**config.mk**
```make
export PLATFORM = sky130hd
export DESIGN_NAME = bounce_renderer
export DESIGN_NICKNAME = d
export VERILOG_FILES = /design/src/rtl/bounce_renderer.sv
export SDC_FILE = /design/constraint.sdc
export NUM_CORES = 1
export LEC_CHECK = 0
export ABC_CLOCK_PERIOD_IN_PS = 2500
export CAP_MARGIN = 20
export CORE_MARGIN = 2
export CORE_UTILIZATION = 40
export CTS_BUF_LIST = sky130_fd_sc_hd__clkbuf_4 sky130_fd_sc_hd__clkbuf_8
export DETAILED_ROUTE_END_ITERATION = 10
export PLACE_DENSITY = 0.6
export RECOVER_POWER = 25
export SYNTH_ARGS = -nofsm -noshare
export SYNTH_HDL_FRONTEND = slang
export SYNTH_SLANG_ARGS = --single-unit
```
**constraint.sdc**
```tcl
create_clock -name in_clock -period 2.5 [get_ports in_clock]
set_input_delay 0.375 -clock in_clock [delete_from_list [all_inputs] [get_ports in_clock]]
set_output_delay 0.375 -clock in_clock [all_outputs]
set_load 0.01 [all_outputs]
```
**src/rtl/bounce_renderer.sv**
```systemverilog
// bounce_renderer
// Pixel-colour stage that sits right after the VGA timing generator. Once per
// frame it moves a square box that bounces off the screen edges, and on every
// pixel tick it renders the box, a one-pixel screen border and the background
// into an RRRGGGBB pixel. Sync is delayed by the same one-tick render latency,
// so all outputs can drive the connector pins directly.
//
// Ports:
//   in_clock     system clock
//   in_reset_n   synchronous active-low reset (overrides in_strobe)
//   in_strobe    pixel-tick enable, all state advances only when high
//   in_hsync     horizontal sync from the timing stage (active-low)
//   in_vsync     vertical sync from the timing stage (active-low)
//   in_active    visible-area flag
//   in_anim      end-of-visible-frame tick, one motion step per frame
//   in_x, in_y   active-area pixel coordinate
//   in_pause     freezes motion, rendering continues
//   out_hsync    in_hsync delayed one strobe tick
//   out_vsync    in_vsync delayed one strobe tick
//   out_rgb      pixel colour, RRRGGGBB
//   out_bounces  wall-hit event counter, wraps at 255
module bounce_renderer #(
  parameter int H_RES    = 640,
  parameter int V_RES    = 480,
  parameter int BOX_SIZE = 32,
  parameter int SPEED    = 2,
  parameter int INIT_X   = 100,
  parameter int INIT_Y   = 60
) (
  input  logic       in_clock,
  input  logic       in_reset_n,
  input  logic       in_strobe,
  input  logic       in_hsync,
  input  logic       in_vsync,
  input  logic       in_active,
  input  logic       in_anim,
  input  logic [9:0] in_x,
  input  logic [8:0] in_y,
  input  logic       in_pause,
  output logic       out_hsync,
  output logic       out_vsync,
  output logic [7:0] out_rgb,
  output logic [7:0] out_bounces
);

  // One extra bit on each axis so edge sums can never overflow.
  localparam logic [10:0] X_RES   = 11'(H_RES);
  localparam logic [10:0] X_BOX   = 11'(BOX_SIZE);
  localparam logic [10:0] X_SPEED = 11'(SPEED);
  localparam logic [10:0] X_MAX   = 11'(H_RES - BOX_SIZE);
  localparam logic [10:0] X_LAST  = 11'(H_RES - 1);
  localparam logic [9:0]  Y_RES   = 10'(V_RES);
  localparam logic [9:0]  Y_BOX   = 10'(BOX_SIZE);
  localparam logic [9:0]  Y_SPEED = 10'(SPEED);
  localparam logic [9:0]  Y_MAX   = 10'(V_RES - BOX_SIZE);
  localparam logic [9:0]  Y_LAST  = 10'(V_RES - 1);

  logic [9:0] box_x_q, box_x_d;
  logic [8:0] box_y_q, box_y_d;
  logic       dir_x_q, dir_x_d;   // 1 = moving right
  logic       dir_y_q, dir_y_d;   // 1 = moving down
  logic [1:0] pal_idx_q, pal_idx_d;
  logic [7:0] bounces_q, bounces_d;
  logic [7:0] rgb_q, rgb_d;
  logic       hsync_q, hsync_d;
  logic       vsync_q, vsync_d;

  logic        move_en;
  logic        hit_x, hit_y;
  logic [10:0] bx, px;
  logic [9:0]  by, py;
  logic        in_box, on_border;
  logic [7:0]  box_colour;

  assign bx = {1'b0, box_x_q};
  assign by = {1'b0, box_y_q};
  assign px = {1'b0, in_x};
  assign py = {1'b0, in_y};

  // Gating on in_strobe makes a long in_anim pulse count as one step only.
  assign move_en = in_strobe & in_anim & ~in_pause;

  // Motion: each axis clamps to the wall and reverses when the next step
  // would reach or cross it.
  always_comb begin
    box_x_d   = box_x_q;
    box_y_d   = box_y_q;
    dir_x_d   = dir_x_q;
    dir_y_d   = dir_y_q;
    pal_idx_d = pal_idx_q;
    bounces_d = bounces_q;
    hit_x     = 1'b0;
    hit_y     = 1'b0;
    if (move_en) begin
      if (dir_x_q) begin
        if (bx + X_BOX + X_SPEED >= X_RES) begin
          box_x_d = X_MAX[9:0];
          dir_x_d = 1'b0;
          hit_x   = 1'b1;
        end else begin
          box_x_d = box_x_q + X_SPEED[9:0];
        end
      end else begin
        if (bx <= X_SPEED) begin
          box_x_d = '0;
          dir_x_d = 1'b1;
          hit_x   = 1'b1;
        end else begin
          box_x_d = box_x_q - X_SPEED[9:0];
        end
      end
      if (dir_y_q) begin
        if (by + Y_BOX + Y_SPEED >= Y_RES) begin
          box_y_d = Y_MAX[8:0];
          dir_y_d = 1'b0;
          hit_y   = 1'b1;
        end else begin
          box_y_d = box_y_q + Y_SPEED[8:0];
        end
      end else begin
        if (by <= Y_SPEED) begin
          box_y_d = '0;
          dir_y_d = 1'b1;
          hit_y   = 1'b1;
        end else begin
          box_y_d = box_y_q - Y_SPEED[8:0];
        end
      end
      // A corner hit is still a single event.
      if (hit_x || hit_y) begin
        pal_idx_d = pal_idx_q + 2'd1;
        bounces_d = bounces_q + 8'd1;
      end
    end
  end

  // Render from the pre-update box state; priority is box, border, background.
  always_comb begin
    in_box    = (px >= bx) && (px < bx + X_BOX) && (py >= by) && (py < by + Y_BOX);
    on_border = (px == 11'd0) || (px == X_LAST) || (py == 10'd0) || (py == Y_LAST);
    case (pal_idx_q)
      2'd0:    box_colour = 8'hE0;
      2'd1:    box_colour = 8'h1C;
      2'd2:    box_colour = 8'h03;
      default: box_colour = 8'hFC;
    endcase
    rgb_d   = rgb_q;
    hsync_d = hsync_q;
    vsync_d = vsync_q;
    if (in_strobe) begin
      hsync_d = in_hsync;
      vsync_d = in_vsync;
      if (!in_active)     rgb_d = 8'h00;
      else if (in_box)    rgb_d = box_colour;
      else if (on_border) rgb_d = 8'hFF;
      else                rgb_d = 8'h00;
    end
  end

  always_ff @(posedge in_clock) begin
    if (!in_reset_n) begin
      box_x_q   <= 10'(INIT_X);
      box_y_q   <= 9'(INIT_Y);
      dir_x_q   <= 1'b1;
      dir_y_q   <= 1'b1;
      pal_idx_q <= 2'd0;
      bounces_q <= 8'd0;
      rgb_q     <= 8'h00;
      hsync_q   <= 1'b1;
      vsync_q   <= 1'b1;
    end else begin
      box_x_q   <= box_x_d;
      box_y_q   <= box_y_d;
      dir_x_q   <= dir_x_d;
      dir_y_q   <= dir_y_d;
      pal_idx_q <= pal_idx_d;
      bounces_q <= bounces_d;
      rgb_q     <= rgb_d;
      hsync_q   <= hsync_d;
      vsync_q   <= vsync_d;
    end
  end

  assign out_hsync   = hsync_q;
  assign out_vsync   = vsync_q;
  assign out_rgb     = rgb_q;
  assign out_bounces = bounces_q;

endmodule

```
==> results of run 1 <==
[report_power, final]
group / switching [mW] / internal, mW
Combinational: 0.177 / 0.178
Sequential: 0.0153 / 0.554
Clock: 0.216 / 0.233
[cells by family after synthesis]
logic type	Yosys count
DFF	34
muxes	5
and+or+nand+nor	146
AOI/OAI and AO/OA	125
adders and majority gates	41
buffers and inverters	48
xor gates and xnor gates	12
[sequential cells by signal, indices dropped and copies added (netlist names)]
name         cells
box_x_q          9
pal_idx_q        2
dir_x_q          1
out_hsync        1
dir_y_q          1
out_bounces      8
out_rgb          3
box_y_q          8
out_vsync        1
[per-stage QoR]
step           std cells  setup TNS [ns]  cell area, sq um  setup slack (ns)
4_1_cts              593               0              4100           0.04558
6_report             593               0              4106           0.05455
2_1_floorplan        411               0              3158           0.03178
5_1_grt              593               0              4106          0.002101
3_3_place_gp         585         -0.4255              4004           -0.1507
3_5_place_dp         585         -0.6075              4004           -0.2138
[Yosys cell counts, drive strengths merged (2+ instances only)]
cell	n	area [sq um]
a211o	2	17.52
a211oi	3	22.52
a21bo	2	20.02
a21o	2	15.01
a21oi	26	133.9
a221o	4	40.04
a221oi	7	61.31
a22o	2	17.52
a22oi	4	30.03
a31oi	5	31.28
a41o	2	20.02
and2	4	25.02
and3	3	18.77
and4	3	26.28
buf	8	52.55
clkbuf	13	50.04
dfxtp	34	680.7
ha	40	500.5
inv	27	101.3
mux2i	5	50.05
nand2	38	142.6
nand2b	5	31.28
nand3	16	80.08
nand3b	3	22.52
nand4	11	68.82
nand4b	3	26.28
nor2	29	108.9
nor2b	3	18.77
nor3	8	40.04
nor4	7	43.79
o2111ai	2	17.52
o211ai	5	37.54
o21a	3	22.52
o21ai	36	180.2
o221ai	3	26.28
o22ai	3	18.77
o311ai	3	26.28
o31a	2	17.52
or2	6	37.54
or3	3	20.02
xnor2	12	105.1
[metal layers]
metal	GRT usage, %	vias up	part of all wire, %
li1	-	1679	-
met1	26.67	1561	45
met2	37.50	98	49
met3	3.255	13	3.9
met4	5.760	0	2.0
met5	0	-	0
[area by class of cell]
type / count / share of cell area (%)
clock buffers: 7 / 2.194
clock inverters: 1 / 0.1219
well taps: 102 / 3.108
inverters: 27 / 2.468
flip-flops and latches: 34 / 16.70
repair buffers: 93 / 19.90
multi-input cells: 329 / 55.51
[critical path, delay by kind of cell (launching register included)]
family,cells,cell delay (ns)
AOI/OAI and AO/OA,3,0.61
adders and majority gates,3,0.86
and+or+nand+nor,1,0.30
DFF,1,0.36
xor gates and xnor gates,1,0.21
[worst min-delay path by stage]
stage	to	depth (start not counted)
final	out_vsync$_SDFFE_PN1P_	2
after global routing	out_bounces[5]$_SDFFE_PN0P_	2
after CTS	out_vsync$_SDFFE_PN1P_	2
after detailed placement	out_vsync$_SDFFE_PN1P_	2
after global placement	out_vsync$_SDFFE_PN1P_	2
after floorplan	out_bounces[5]$_SDFFE_PN0P_	2
[repair_timing]
action	in CTS	in global routing
buffers inserted	0	0
hold buffers	0	0
gates resized for setup	1	8
endpoints found under the setup margin	1	3
==> impl_metrics.tcl, run 1 <==
set metrics [dict create \
    status "complete, no violations" \
    regToRegStartpoint "box_x_q[5]$_SDFFE_PN1P_" \
    synth_compound_area_share_pct 27.34 \
    fin_total_pwr_mw 1.373 \
    dieHeight_um 92.86 \
    final_cell_mix "buf_4, ha_1, nand2_1" \
    dpl.hpwl_um 7029 \
    grt_max_degree 23 \
    first_iter_violations 178 \
    cp_slowest_cell "dfxtp_2" \
    layout_commonest_cell "buf_4" \
    fin_crit_ns 2.445 \
    avgRoutedWirePerCell_um 15.12 \
    max_slew_margin_pct 71.64 \
    antenna_found_initial 0 \
    netlist_instances 411 \
    synthAdderAreaFrac_pct 16.16 \
    worst_hold_path_type "reg2reg" \
    drive_above_1_share_pct 15.68 \
    layout.nets 557 \
    vdd_drop_max_mv 0.2273 \
    dr.pass1.iters 5 \
    synthSimpleGateAreaFrac_pct 23.57 \
    power_leakage_nw 1.690 \
    fin_util_pct 53.42 \
    slowest_delay_ns 0.36 \
    synth-xor-area-share_pct 3.328 \
    synth_ff_type "dfxtp_1" \
    clk_pin_slew_ns 0.07 \
    drv_slew 0 \
    path_class "reg2reg" \
    cts-root-buf "clkbuf_8" \
    crit_path_frequent_cell "ha_1" \
    grt_pass1_wl_um 15020 \
    cts_tree "done" \
    cts_buffers 5 \
    reg2reg_to "out_rgb[1]$_SDFFE_PN0P_" \
    ys_types 60 \
    finalCritPeriodShare_pct 97.82 \
    reg2regPathDepth 8 \
    io_buffers 44 \
    synth_edf_count 0 \
    coreArea_sq_um 7687 \
    antenna_cells 0 \
    cp.arrival_ns 2.62 \
    hp-start "out_vsync$_SDFFE_PN1P_" \
    fmax_mhz 408.9 \
    drc 0 \
    initial_core_util_pct 41.08 \
    seqCellArea_sq_um 685.7 \
    worstPathRequired_ns 2.68 \
    rsz0062_at_grt "no" \
    clock-sinks 34 \
    synth_top_family_by_area "compound AO/OA/AOI/OAI gates" \
    r2r_slack_ns 0.05 \
    clkLatencyLatePin_ns 0.29 \
    fill_cells 770 \
    critPathMaxFanout 6 \
    gp_congestion 0.9077 \
    io_pins 45 \
    endpoint "out_rgb[1]$_SDFFE_PN0P_" \
    ys_async_sr_fraction_pct 0 \
    ant_nets 0 \
    postSynthAreaPerCell_sq_um 7.684 \
    area_growth_pct 30.03 \
    synthMuxAreaShare_pct 1.585 \
    grt_pass1_vias 3188 \
    fin_hold_ws_ns 0.4754 \
    tightest_slew_ns 0.4235 \
    multi_input_area_sq_um 2280 \
    num_vias 3351 \
    syn_nets 478 \
    rows 32 \
    syn_area_sq_um 3158 \
    critPathLaunchType "flip-flop" \
    clk_path_buf_depth 2 \
    drt-total-wl_um 8969 \
    startpoint "box_x_q[5]$_SDFFE_PN1P_" \
    path_cells "ha_1 > xnor2_1 > ha_1 > or2_2 > maj3_1 > o2111ai_1 > a211oi_2 > a221o_1" \
    fin_skew_ns 0.009525 \
    seq_area_frac_synth_pct 21.55 \
    setup_violations 0 \
    grt_overflow 0 \
    ys_ff_latch 34 \
    viasPerCell 5.651 \
    h-tree-depth 2 \
    cp-end-kind "flip-flop" \
    die_x_um 92.86 \
    hold_viol 0 \
    powerDensity_nw_per_um2 334.4 \
    grt_use_total_pct 21.21 \
    die_area_sq_um 8622 \
    yosys_warnings 0 \
    drv_cap 0 \
]
Power figures use the tool's default switching activity.
==> run 2: changes to the inputs <==
ABC_AREA = 1   (was not set)
==> run 2 against run 1 <==
Effect of this change: clock-buffer cell count down 1; synthesized area up 4.6%; first-iteration DRC count decreased by 16%; sequential power increased by 3%; clock skew is 0.0049 ns lower; setup slack better by 0.15 ns; non-clock buffer count fell by 36; sequential cell count unchanged; sequential share of layout area grew 0.51 points; critical path type unchanged; utilization shrank 4.3 points; synthesized cell count rose by 18%; combinational power is 14% higher.
==> impl_metrics.tcl, run 2 <==
set metrics [dict create \
    yosys-top-cells-count "nand2_1, inv_1, a21oi_1" \
    cts_tree "done" \
    postSynthAreaPerCell_sq_um 6.785 \
    switching_share_pct 32.32 \
    viasPerCell 5.059 \
    worst_hold_path_type "reg2reg" \
    synthTopCellsByArea "dfxtp_1, ha_1, nand2_1" \
    fill_cells 855 \
    p_int_uw 945.1 \
    drv_cap 0 \
    powerDensity_nw_per_um2 351.2 \
    cp-end-kind "flip-flop" \
    critPathLaunchType "flip-flop" \
    synth_ff_type "dfxtp_1" \
    path_cells "inv_1 > buf_4 > ha_1 > inv_1 > a21oi_1 > o21ai_0 > nand3_1 > nand3_1 > nor2_2 > nand4_1 > nand2_1 > nand3_1 > a21oi_1" \
    ys_ff_latch 34 \
    drc 0 \
    dieHeight_um 94.89 \
    worstPathRequired_ns 2.71 \
    top_register "box_x_q" \
    clkPwrFrac_pct 29.0 \
    io_pins 45 \
    grt_overflow 0 \
    rows 33 \
    switchingPower_uw 451.4 \
    gp_congestion 0.8690 \
    clock-sinks 34 \
    num_vias 3238 \
    synthDominantCellAreaShare_pct 20.60 \
    grt_pass1_vias 3032 \
    initial_core_util_pct 40.83 \
    fin_total_pwr_mw 1.396 \
    hold_viol 0 \
    area_growth_pct 20.33 \
    cts.hold.buffers_added 0 \
    clk_pin_slew_ns 0.07 \
    die_x_um 94.89 \
    grt_use_total_pct 19.69 \
    die_area_sq_um 9004 \
    crit_path_frequent_cell "nand3_1" \
    vdd_drop_max_mv 0.1672 \
    cts_setup_buffers 0 \
    layout.nets 603 \
    drv_slew 0 \
    largest_reg_flops 9 \
    fin_crit_ns 2.299 \
    synth_edf_count 0 \
    ant_nets 0 \
    clkLatencyLatePin_ns 0.28 \
    power_leakage_nw 1.800 \
    final_cell_mix "nand2_1, inv_1, a21oi_1" \
    syn_nets 554 \
    cp.arrival_ns 2.51 \
    cts_buffers 5 \
    drive_above_1_share_pct 10.47 \
    avgRoutedWirePerCell_um 12.89 \
    netlist_instances 487 \
    seqCellArea_sq_um 684.4 \
    ys_async_sr_fraction_pct 0 \
    grt_pass1_wl_um 14170 \
    critPathTopFamily "simple AND/OR/NAND/NOR gates" \
    io_buffers 44 \
    fin_skew_ns 0.004599 \
    dr.pass1.iters 4 \
    drt-total-wl_um 8248 \
    path_class "reg2reg" \
    tns_ns 0 \
    grt_max_degree 22 \
    first_iter_violations 149 \
    fmax_mhz 435.0 \
    antenna_cells 0 \
    coreArea_sq_um 8093 \
    h-tree-depth 2 \
    crit_buf_inv 3 \
    max_slew_margin_pct 62.21 \
    antenna_found_initial 0 \
    synth_top_cell_by_area "dfxtp_1" \
    slowest_delay_ns 0.47 \
    p_comb_share_pct 28.9 \
    cp_slowest_cell "dfxtp_1" \
    clk_path_buf_depth 2 \
    seq_area_frac_synth_pct 20.60 \
    yosysMostFrequentCell "nand2_1" \
    layout_commonest_cell "nand2_1" \
    finalCritPeriodShare_pct 91.95 \
    rsz0062_at_grt "no" \
    multi_input_area_sq_um 2302 \
    tightest_slew_ns 0.5663 \
    status "complete, no violations" \
    ys_types 40 \
    setup_violations 0 \
    syn_area_sq_um 3304 \
    cts-root-buf "clkbuf_8" \
    critPathMaxFanout 7 \
    seqPwrFrac_pct 42.1 \
    dpl.hpwl_um 6627 \
    yosys_warnings 0 \
]
[run 2: what timing repair did]
action / in CTS / in global routing
endpoints found under the setup margin: 3 / 3
gates resized for setup: 1 / 5
hold endpoints to repair: 0 / 0
gates cloned: 0 / 0
[run 2: cell type report]
class,count,area share (%)
well taps,105,3.304
multi-input cells,376,57.90
inverters,62,5.979
flip-flops and latches,34,17.21
clock buffers,6,2.077
repair buffers,57,13.53
[run 2: worst paths after layout]
path / from / endpoint / slack, ns / cells after the start
setup / recovery: box_y_q[5]$_SDFFE_PN1P_ / out_rgb[6]$_SDFFE_PN0P_ / 0.20 / 13
hold / removal: out_hsync$_SDFFE_PN1P_ / out_hsync$_SDFFE_PN1P_ / 0.46 / 2
setup reg to reg: box_y_q[5]$_SDFFE_PN1P_ / out_rgb[6]$_SDFFE_PN0P_ / 0.20 / 13
hold reg to reg: out_hsync$_SDFFE_PN1P_ / out_hsync$_SDFFE_PN1P_ / 0.46 / 2
[run 2: metrics by stage]
stage | setup WS [ns] | cell area [sq um] | instances | hold slack (ns) | utilization [%]
after floorplan | 0.2547 | 3304 | 487 | 0.4890 | -
after global placement | -0.002856 | 3884 | 634 | 0.4463 | 47.99
after detailed placement | -0.02931 | 3884 | 634 | 0.4532 | 47.99
after CTS | 0.09019 | 3966 | 640 | 0.4701 | 49.01
after global routing | 0.01108 | 3976 | 640 | 0.5014 | 49.13
final | 0.2014 | 3976 | 640 | 0.4593 | 49.13
[run 2: logic make-up (layout without fill, tap and decap cells)]
| group | after synthesis | after routing | share of synthesized area (%) |
|---|---|---|---|
| flops | 34 | 34 | 20.60 |
| xor+xnor | 28 | 28 | 7.421 |
| compound gates | 99 | 99 | 16.66 |
| fa+ha+maj | 40 | 40 | 15.15 |
| simple gates | 209 | 209 | 30.18 |
| buf+inv | 77 | 125 | 9.996 |
[run 2: metal layers]
layer	vias up	global-route usage [%]	wire length (um)
met2	31	35.93	4074
met4	0	2.899	58
met1	1476	25.02	3928
li1	1722	-	-
met5	-	0	0
met3	9	2.713	186
[run 2: worst reg2reg max path, stage by stage (launching register included)]
cell and delay (ns):
dfxtp_1 0.47, inv_1 0.10, buf_4 0.17, ha_1 0.29
inv_1 0.05, a21oi_1 0.13, o21ai_0 0.11, nand3_1 0.09
nand3_1 0.08, nor2_2 0.20, nand4_1 0.12, nand2_1 0.17
nand3_1 0.10, a21oi_1 0.12
[run 2: power groups by stage]
stage | sequential, mW | clock [mW] | combinational [mW]
4_1_cts | 0.588 | 0.420 | 0.406
5_1_grt | 0.591 | 0.446 | 0.463
3_3_place_gp | 0.599 | 0 | 0.400
3_5_place_dp | 0.600 | 0 | 0.403
2_1_floorplan | 0.593 | 0 | 0.268
6_report | 0.588 | 0.405 | 0.404
==> run 3: changes to the inputs <==
ABC_AREA = not set   (was 1)
==> results of run 3 <==
Final layout, timing and power as in run 1 (identical DEF).
